### src/rtl/conv_window_scheduler.sv
// conv_window_scheduler: writes the pixel stream into three rotating line buffers and emits 3x3 windows.
// Latency: a window leaves two cycles after its bottom-right pixel is accepted (BRAM read, then window shift).
// Backpressure: win_ready low freezes the window; the P1 stage then holds and s_axis_ready drops.
// Optional: define CONV_WIN_PERF_EN to add the stall_cnt / win_cnt performance counters.
module conv_window_scheduler #(
  parameter int DATA_WIDTH = 32,
  parameter int ADDR_WIDTH = 13,
  parameter int MAX_WIDTH  = 4096
) (
  input  logic                    axi_clk,
  input  logic                    axi_reset_n,
  input  logic                    start,
  input  logic                    clear,
  input  logic [ADDR_WIDTH-1:0]   cfg_width,
  input  logic [ADDR_WIDTH-1:0]   cfg_height,
  input  logic                    s_axis_valid,
  input  logic [DATA_WIDTH-1:0]   s_axis_data,
  input  logic                    s_axis_last,
  output logic                    s_axis_ready,
  output logic [ADDR_WIDTH-1:0]   bram_wr_addr,
  output logic [2:0]              bram_wr_en,
  output logic [DATA_WIDTH-1:0]   bram_din,
  output logic [ADDR_WIDTH-1:0]   bram_rd_addr,
  output logic                    bram_rd_en,
  input  logic [DATA_WIDTH-1:0]   bram_dout0,
  input  logic [DATA_WIDTH-1:0]   bram_dout1,
  input  logic [DATA_WIDTH-1:0]   bram_dout2,
  output logic [9*DATA_WIDTH-1:0] win_data,
  output logic                    win_valid,
  input  logic                    win_ready,
  output logic                    busy,
  output logic                    done,
`ifdef CONV_WIN_PERF_EN
  output logic [31:0]             stall_cnt,
  output logic [31:0]             win_cnt,
`endif
  output logic                    err
);

  typedef enum logic [1:0] {S_IDLE, S_RUN, S_DRAIN, S_DONE} state_t;

  localparam logic [ADDR_WIDTH-1:0] MAX_W = ADDR_WIDTH'(MAX_WIDTH);
  localparam logic [ADDR_WIDTH-1:0] ONE   = ADDR_WIDTH'(1);
  localparam logic [ADDR_WIDTH-1:0] TWO   = ADDR_WIDTH'(2);
  localparam logic [ADDR_WIDTH-1:0] THREE = ADDR_WIDTH'(3);

  state_t                state, state_n;
  logic [ADDR_WIDTH-1:0] w_reg, h_reg, row, col;
  logic [1:0]            wr_sel;
  logic                  p1_valid;
  logic [DATA_WIDTH-1:0] p1_pix;
  logic [ADDR_WIDTH-1:0] p1_r, p1_c;
  logic [1:0]            p1_sel;
  logic [DATA_WIDTH-1:0] win [3][3];

  logic                  shift_ok, shift, accept, is_final, cfg_ok, emit, drain_empty;
  logic [DATA_WIDTH-1:0] top_pix, mid_pix;

  // Handshake, buffer port control and the window-column selection.
  always_comb begin
    cfg_ok       = (cfg_width >= THREE) && (cfg_width <= MAX_W) && (cfg_height >= THREE);
    shift_ok     = !win_valid || win_ready;
    shift        = p1_valid && shift_ok;
    s_axis_ready = (state == S_RUN) && (!p1_valid || shift_ok);
    accept       = s_axis_valid && s_axis_ready;
    is_final     = (row == h_reg - ONE) && (col == w_reg - ONE);
    emit         = (p1_r >= TWO) && (p1_c >= TWO);
    drain_empty  = !p1_valid && !win_valid;
    busy         = (state != S_IDLE);
    bram_wr_en   = accept ? (3'b001 << wr_sel) : 3'b000;
    bram_wr_addr = accept ? col : '0;
    bram_din     = accept ? s_axis_data : '0;
    bram_rd_en   = accept;
    bram_rd_addr = accept ? col : '0;
    // The row written in P1's cycle is the newest; the next buffer in rotation holds the oldest.
    case (p1_sel)
      2'd0:    begin top_pix = bram_dout1; mid_pix = bram_dout2; end
      2'd1:    begin top_pix = bram_dout2; mid_pix = bram_dout0; end
      default: begin top_pix = bram_dout0; mid_pix = bram_dout1; end
    endcase
  end

  // Flatten the window registers; element (r,c) with r0 oldest row, c0 leftmost column.
  always_comb begin
    win_data = '0;
    for (int r = 0; r < 3; r++)
      for (int c = 0; c < 3; c++)
        win_data[(r*3+c)*DATA_WIDTH +: DATA_WIDTH] = win[r][c];
  end

  // FSM state register.
  always_ff @(posedge axi_clk or negedge axi_reset_n) begin
    if (!axi_reset_n) state <= S_IDLE;
    else              state <= state_n;
  end

  // FSM next-state: an early or final pixel ends the frame; drain waits for P1 and the window to empty.
  always_comb begin
    state_n = state;
    case (state)
      S_IDLE:  if (start && cfg_ok) state_n = S_RUN;
      S_RUN:   if (accept && (is_final || s_axis_last)) state_n = S_DRAIN;
      S_DRAIN: if (drain_empty) state_n = S_DONE;
      default: state_n = S_IDLE;
    endcase
    if (clear) state_n = S_IDLE;
  end

  // Frame config, counters, P1 stage, window shift register and status flags.
  always_ff @(posedge axi_clk or negedge axi_reset_n) begin
    if (!axi_reset_n) begin
      w_reg     <= '0;
      h_reg     <= '0;
      row       <= '0;
      col       <= '0;
      wr_sel    <= 2'd0;
      p1_valid  <= 1'b0;
      p1_pix    <= '0;
      p1_r      <= '0;
      p1_c      <= '0;
      p1_sel    <= 2'd0;
      win_valid <= 1'b0;
      done      <= 1'b0;
      err       <= 1'b0;
      for (int r = 0; r < 3; r++)
        for (int c = 0; c < 3; c++)
          win[r][c] <= '0;
    end else if (clear) begin
      row       <= '0;
      col       <= '0;
      wr_sel    <= 2'd0;
      p1_valid  <= 1'b0;
      win_valid <= 1'b0;
      done      <= 1'b0;
      err       <= 1'b0;
    end else begin
      done <= 1'b0;
      if (state == S_IDLE && start) begin
        if (cfg_ok) begin
          w_reg  <= cfg_width;
          h_reg  <= cfg_height;
          row    <= '0;
          col    <= '0;
          wr_sel <= 2'd0;
          err    <= 1'b0;
        end else begin
          err  <= 1'b1;
          done <= 1'b1;
        end
      end
      if (state == S_DRAIN && drain_empty) done <= 1'b1;
      if (accept) begin
        p1_valid <= 1'b1;
        p1_pix   <= s_axis_data;
        p1_r     <= row;
        p1_c     <= col;
        p1_sel   <= wr_sel;
        if (s_axis_last != is_final) err <= 1'b1;
        if (col == w_reg - ONE) begin
          col    <= '0;
          row    <= row + ONE;
          wr_sel <= (wr_sel == 2'd2) ? 2'd0 : wr_sel + 2'd1;
        end else begin
          col <= col + ONE;
        end
      end else if (shift) begin
        p1_valid <= 1'b0;
      end
      // Columns are never flushed at a row start; the c >= 2 gate keeps stale columns out of valid windows.
      if (shift) begin
        for (int r = 0; r < 3; r++) begin
          win[r][0] <= win[r][1];
          win[r][1] <= win[r][2];
        end
        win[0][2] <= top_pix;
        win[1][2] <= mid_pix;
        win[2][2] <= p1_pix;
        win_valid <= emit;
      end else if (win_ready) begin
        win_valid <= 1'b0;
      end
    end
  end

`ifdef CONV_WIN_PERF_EN
  // Saturating stall and accepted-window counters, restarted by each start seen in IDLE.
  always_ff @(posedge axi_clk or negedge axi_reset_n) begin
    if (!axi_reset_n) begin
      stall_cnt <= '0;
      win_cnt   <= '0;
    end else if (state == S_IDLE && start) begin
      stall_cnt <= '0;
      win_cnt   <= '0;
    end else begin
      if (win_valid && !win_ready && (stall_cnt != '1)) stall_cnt <= stall_cnt + 32'd1;
      if (win_valid && win_ready && (win_cnt != '1))    win_cnt   <= win_cnt + 32'd1;
    end
  end
`endif

endmodule
### config.mk
export PLATFORM = sky130hd
export DESIGN_NAME = conv_window_scheduler
export DESIGN_NICKNAME = d
export VERILOG_FILES = /design/src/rtl/conv_window_scheduler.sv
export SDC_FILE = /design/constraint.sdc
export NUM_CORES = 1
export LEC_CHECK = 0
export BUFFER_PORTS_ARGS = -buffer_cell sky130_fd_sc_hd__buf_2
export CAP_MARGIN = 20
export CELL_PAD_IN_SITES_DETAIL_PLACEMENT = 1
export CELL_PAD_IN_SITES_GLOBAL_PLACEMENT = 2
export CORE_ASPECT_RATIO = 0.8
export CORE_MARGIN = 2
export CORE_UTILIZATION = 28
export CTS_CLUSTER_SIZE = 16
export DETAILED_ROUTE_END_ITERATION = 8
export PLACE_DENSITY_LB_ADDON = 0.25
export SLEW_MARGIN = 20
export SYNTH_ARGS = -nofsm -noshare
export SYNTH_HDL_FRONTEND = slang
export SYNTH_SLANG_ARGS = --single-unit
### constraint.sdc
create_clock -name axi_clk -period 3.58 [get_ports axi_clk]
set_clock_uncertainty 0.05 [all_clocks]
set_input_delay 0.179 -clock axi_clk [delete_from_list [all_inputs] [get_ports axi_clk]]
set_output_delay 0.179 -clock axi_clk [all_outputs]
set_load 0.05 [all_outputs]
# [After elaboration in Yosys (flattened, before gate mapping)]
# Cells that the tools add are included.
[totals] regBits=408 output_inout_bits=355
[classes] add_sub_neg=5 magnitude_cmp=5 n_eq_ne=10 shifts=1 n_mux=40 n_bitwise=1 n_reduce_logical=29
[op_table] op="13-bit 2-to-1 mux" n=11
[op_table] op="32-bit case mux with 2 select lines" n=2
[op_table] op="13-bit by 2-bit >= comparator with 1-bit output (second input constant)" n=4
[op_table] op="32-bit 2-to-1 mux" n=1
[op_table] op="13-bit by 1-bit adder with 13-bit output (second input constant)" n=2
[op_table] op="13-bit == test" n=2
[op_table] op="13-bit by 1-bit subtractor with 13-bit output (second input constant)" n=2
[op_table] op="2-bit 2-to-1 mux" n=10
[op_table] op="1-bit 2-to-1 mux" n=14
[op_table] op="13-bit less-or-equal comparator (second input constant)" n=1
[op_table] op="1-bit logical AND" n=12
[op_table] op="3-bit nonzero test" n=4
[op_table] op="3-bit != test (second input constant)" n=2
[op_table] op="2-bit case mux with 3 select lines" n=1
[op_table] op="2-bit AND reduction" n=3
[op_table] op="3-bit AND reduction" n=2
[op_table] op="2-bit by 1-bit == test with 1-bit output (second input constant)" n=2
[op_table] op="2-bit == test (second input constant)" n=2
[op_table] op="2-bit zero test" n=2
[op_table] op="1-bit logical OR" n=3
[op_table] op="3-bit 2-to-1 mux" n=1
[op_table] op="3-bit by 2-bit != test with 1-bit output (second input constant)" n=1
[op_table] op="1-bit by 2-bit left shift with 3-bit output (first input constant)" n=1
[op_table] op="2-bit by 1-bit adder with 2-bit output (second input constant)" n=1
[op_table] op="4 further kinds" n=5

# [Depth between registers and ports, before layout]
[logic_depth] word_depth=9 ltp_mapped=15 depth_no_buf=15

# [Worst setup path after synthesis]
# No wires, ideal clock.
[synth_path] path_kind="register to register" startpoint="reg w_reg[0]" endpoint="reg state[1]" arrival_ps=3137 t_required_ps=3398 path_slack_ps=261 stages_incl_launch_ff=15 synth_period_minus_slack_ps=3319 path_cell_list="dfrtp_1 inv_1 ha_1 or4b_4 nor4_4 nand2_1 a221o_2 nor3_1 nand4_1 ha_1 o21ai_0 nand2_1 a21oi_1 mux2i_1 nor2_1"
[synth_between] elab_chain_cells=7
[synth_lines] item="from (decl)" line="48" source="logic [ADDR_WIDTH-1:0] w_reg, h_reg, row, col;"
[synth_lines] item="from (signal assigned)" line="140" source="w_reg <= cfg_width;"
[synth_lines] item="13-bit by 1-bit subtractor with 13-bit output" line="66" source="is_final = (row == h_reg - ONE) && (col == w_reg - ONE);"
[synth_lines] item="13-bit == test" line="66"
[synth_lines] item="1-bit logical AND" line="66"
[synth_lines] item="1-bit logical OR" line="102" source="S_RUN: if (accept && (is_final || s_axis_last)) state_n = S_DRAIN;"
[synth_lines] item="1-bit logical AND" line="102"
[synth_lines] item="3-bit by 2-bit != test with 1-bit output (no source line)"
[synth_lines] item="3-bit AND reduction (no source line)"
[synth_lines] item="to (signal assigned)" line="94" source="else state <= state_n;"
[synth_lines] item="to (decl)" line="47" source="state_t state, state_n;"
# Every way passes these cells.
# A chain may end at the register's enable or synchronous reset.

# [Final worst setup path]
# Ends and elaborated chain as after synthesis.

==> results.txt <==
----------------------------------------------------
[Floorplan]
  Effective utilization at floorplan ... 28.4%
  Full die area ... 67,500 um^2
  Die Ht ... 233 um
  Area of the placeable core ... 64,400 um^2
  Top-level I/O count ... 516
  Number of rows in the core area ... 83
  Overall die width ... 290 um

[Logic synthesis]
  Number of distinct library cells after synthesis ... 57
  Synthesized instance count ... 2,092
  Number of warnings reported in the yosys synthesis log ... 0
  Post-synth ARST share ... 100%
  Prevailing post-synth register cell ... sky130_fd_sc_hd__dfrtp_1
  Post-synth net total ... 2,261
  Avg Cell Area, Syn ... 8.76 um^2
  Number of flops mapped to enable cells by yosys ... 0
  Cell area after synthesis ... 18,300 um^2
  Sequential fraction of the synthesis area ... 55.5%
  Total of flip-flops plus latches after synthesis ... 406

[Finish]
  Most common cell after layout, fill and taps aside ... sky130_fd_sc_hd__nand2_1
  Filler cell count ... 7,636
  Layout Cell Area excl Fill ... 24,900 um^2
  P&R area growth vs syn ... 35.8%
  Final design utilization ... 38.6%
  Footprint of the multi-input gates ... 7540 um^2
  Final net count ... 2,873
  Share of final-layout standard cells stronger than drive strength 1 ... 25.1%
  Register area ... 10,200 um^2
  Leading cell types in the layout, fill and taps excluded ... 917 x sky130_fd_sc_hd__nand2_1, 514 x sky130_fd_sc_hd__buf_2, 404 x sky130_fd_sc_hd__dfrtp_1, 142 x sky130_fd_sc_hd__dlygate4sd3_1, 97 x sky130_fd_sc_hd__nor2_1
  Max FFs per register ... 288

[Run status]
  Outcome ... complete, no violations

[Global routing]
  Wire length of the first global-routing pass ... 105,000 um
  Initial antenna violation count ... 12
  GR Layer Usage met1 ... 26.5%
  Largest net degree at the start of global routing ... 140
  Total congestion overflow after global routing ... 0
  Total routing resource utilization after global routing ... 19.9%
  Global-route layer with the greatest usage ... met2
  Global routing usage on met2 ... 33.6%
  Via count of the first global-routing pass ... 17,100
  Global routing met3 resource utilization ... 3.39%

[Timing]
  Shortest period the worst path allows ... 3.28 ns
  Setup repair after global routing missed its margin ... false
  Final critical-path share of the clock period ... 91.6%
  Final setup fails ... 0
  Fmax ... 305 MHz
  Final hold vios ... 0
  Number of slew-limit violations in the final report ... 0
  Slew HR ... 39.6%
  Setup_tns ... 0 ns
  Slew at the pin closest to its max-slew limit ... 0.907 ns
  Final setup slack of the worst path ... 0.300 ns

[Placement]
  Pre-CTS worst setup slack ... -0.0153 ns
  Placed cell area ... 21,900 um^2
  I/O Buffers ... 515
  HPWL after DPL ... 49,800 um
  Routability congestion estimate ... 0.873

[Routing]
  Total number of vias ... 16,600
  Detailed-router iteration count before antenna repair ... 4
  Number of antenna-violating nets in the routed design ... 0
  Average via count per standard cell ... 4.61
  Average wire length per cell after detail routing ... 19.1 um
  Iter 0 DRT Violations ... 841
  Total wire length after detailed routing ... 68,700 um
  Count of unresolved DRC violations after routing ... 0

[Clocking]
  Total number of H-tree levels ... 2
  Worst-Skew Late Latency ... 0.57 ns
  Maximum buffer depth of the clock tree ... 3
  Postcts setup bufs ... 0
  TritonCTS buffer count ... 46
  Clock net sink count ... 406
  TritonCTS clock tree ... done
  Cell at the root of the clock tree ... sky130_fd_sc_hd__clkbuf_16
  Clock transition at path regs ... 0.06 ns

[Setup path]
  Family of cells with the greatest summed delay on the critical path ... simple AND/OR/NAND/NOR gates
  List of cells traversed by the critical path ... buf_4 > or3_2 > or4_1 > a21oi_1 > nor2b_1 > nor3_2 > buf_4 > nand4_1 > ha_2 > o21ai_2 > nand2_1 > a21oi_2 > mux2i_1 > nor2_1
  Worst setup EP type ... flip-flop
  Data required, critical path ... 3.98 ns
  Crit path kind ... reg2reg
  Peak per-stage delay on the critical path ... 0.55 ns
  Worst-path fanout max ... 7
  Critical path startpoint category ... flip-flop
  Slowest stage cell on the critical path ... sky130_fd_sc_hd__or3_2
  WP data arrival ... 3.67 ns
  Critical path buffers and inverters ... 2
  Most used cell, CP ... sky130_fd_sc_hd__buf_4

[Flow run]
  Max Cap Violations ... 0

[Pwr]
  Cell area power density ... 841 nW/um^2
  VDD IR max ... 0.000457 V
  Leakage power total ... 0.0134 uW
  Post-route total power ... 20,900 uW

[Min path]
  Path category of the worst min-delay check ... in2reg

----------------------------------------------------
[worst reg2reg max path: cells and delay by family, from the launching register on]
| kind | cells | cell delay [ns] |
|---|---|---|
| AOI/OAI and AO/OA | 3 | 0.47 |
| DFF | 1 | 0.38 |
| and+or+nand+nor | 7 | 1.57 |
| muxes | 1 | 0.20 |
| buffers and inverters | 2 | 0.29 |
| adders and majority gates | 1 | 0.21 |
[kinds of logic (layout without fill, tap and decap cells)]
logic type / Yosys count / in the layout / synth area share (%)
and+or+nand+nor: 1169 / 1169 / 26.4
DFF: 406 / 406 / 55.5
AOI/OAI and AO/OA: 212 / 212 / 6.57
buffers and inverters: 161 / 805 / 3.67
muxes: 95 / 95 / 5.38
xor gates and xnor gates: 41 / 41 / 1.96
adders and majority gates: 8 / 8 / 0.547
other: 0 / 9 / 0
[cells in the mapped netlist, types with 4 or more instances]
library cell	number	share of area [%]
sky130_fd_sc_hd__buf_1	8	0.16
sky130_fd_sc_hd__o22ai_1	5	0.17
sky130_fd_sc_hd__o21ai_0	94	2.6
sky130_fd_sc_hd__nor2_1	98	2.0
sky130_fd_sc_hd__buf_4	13	0.53
sky130_fd_sc_hd__xnor2_1	30	1.4
sky130_fd_sc_hd__ha_1	8	0.55
sky130_fd_sc_hd__inv_1	21	0.43
sky130_fd_sc_hd__a21oi_1	78	2.1
sky130_fd_sc_hd__nor2b_1	6	0.20
sky130_fd_sc_hd__a21o_1	5	0.20
sky130_fd_sc_hd__mux2_2	28	1.7
sky130_fd_sc_hd__nor3_1	11	0.30
sky130_fd_sc_hd__and3_1	5	0.17
sky130_fd_sc_hd__or3_1	4	0.14
sky130_fd_sc_hd__nand3b_1	6	0.25
sky130_fd_sc_hd__dfrtp_1	406	55
sky130_fd_sc_hd__and2_1	48	1.6
sky130_fd_sc_hd__nand3_1	12	0.33
sky130_fd_sc_hd__nor3b_1	5	0.20
sky130_fd_sc_hd__xor2_1	11	0.53
sky130_fd_sc_hd__mux2i_1	67	3.7
sky130_fd_sc_hd__nor4_1	20	0.68
sky130_fd_sc_hd__clkbuf_1	113	2.3
sky130_fd_sc_hd__nand2b_1	8	0.27
sky130_fd_sc_hd__o2bb2ai_1	4	0.19
sky130_fd_sc_hd__nand2_1	917	19
sky130_fd_sc_hd__a211o_1	8	0.38
sky130_fd_sc_hd__nand4_1	9	0.31
[final cells by class]
cell class,count,share of cell area (%)
inverters,22,0.332
well taps,850,4.28
clock buffers,71,5.61
flip-flops and latches,406,40.9
multi-input cells,1525,30.3
clock inverters,9,0.498
repair buffers,703,18.0
diodes,9,0.0905
[per-layer routing]
| metal | vias up | share of wire, % |
|---|---|---|
| li1 | 7945 | - |
| met1 | 8196 | 45 |
| met2 | 328 | 48 |
| met3 | 89 | 3.9 |
| met4 | 4 | 2.2 |
| met5 | - | 0.045 |
[path summary, 6_finish.rpt]
path                                        endpoint  depth (start not counted)                   start  slack, ns
max                             state[1]$_DFFE_PN0P_                         14    w_reg[0]$_DFFE_PN0P_       0.30
min in group asynchronous  win_data[105]$_DFFE_PN0P_                          2             axi_reset_n       0.17
max in group asynchronous  win_data[229]$_DFFE_PN0P_                          3             axi_reset_n       2.14
min                        win_data[191]$_DFFE_PN0P_                          5          bram_dout2[31]       0.03
min reg2reg                win_data[274]$_DFFE_PN0P_                          2  p1_pix[18]$_DFFE_PN0P_       0.41
max reg2reg                     state[1]$_DFFE_PN0P_                         14    w_reg[0]$_DFFE_PN0P_       0.30
[report_power, final]
group          leakage (uW)  internal, uW  switching, uW  total (uW)
Combinational       0.00718          2080           6700        8780
Clock              0.000752          2880           1930        4810
Sequential          0.00542          6030           1310        7340
Total                0.0134         11000           9930       20900
[stage by stage]
step           std cells  hold WS, ns
6_report            3595       0.0308
5_1_grt             3590       0.0475
4_1_cts             3586     0.000677
3_5_place_dp        3364        0.237
3_3_place_gp        3364        0.215
2_1_floorplan       2092       -0.167
[timing repair]
action,in CTS,in global routing
pin swaps,0,3
resized for setup,1,8
setup endpoints to repair,1,2
hold buffers,142,0
endpoints found under the hold margin,214,0
(Power assumes the default switching activity.)
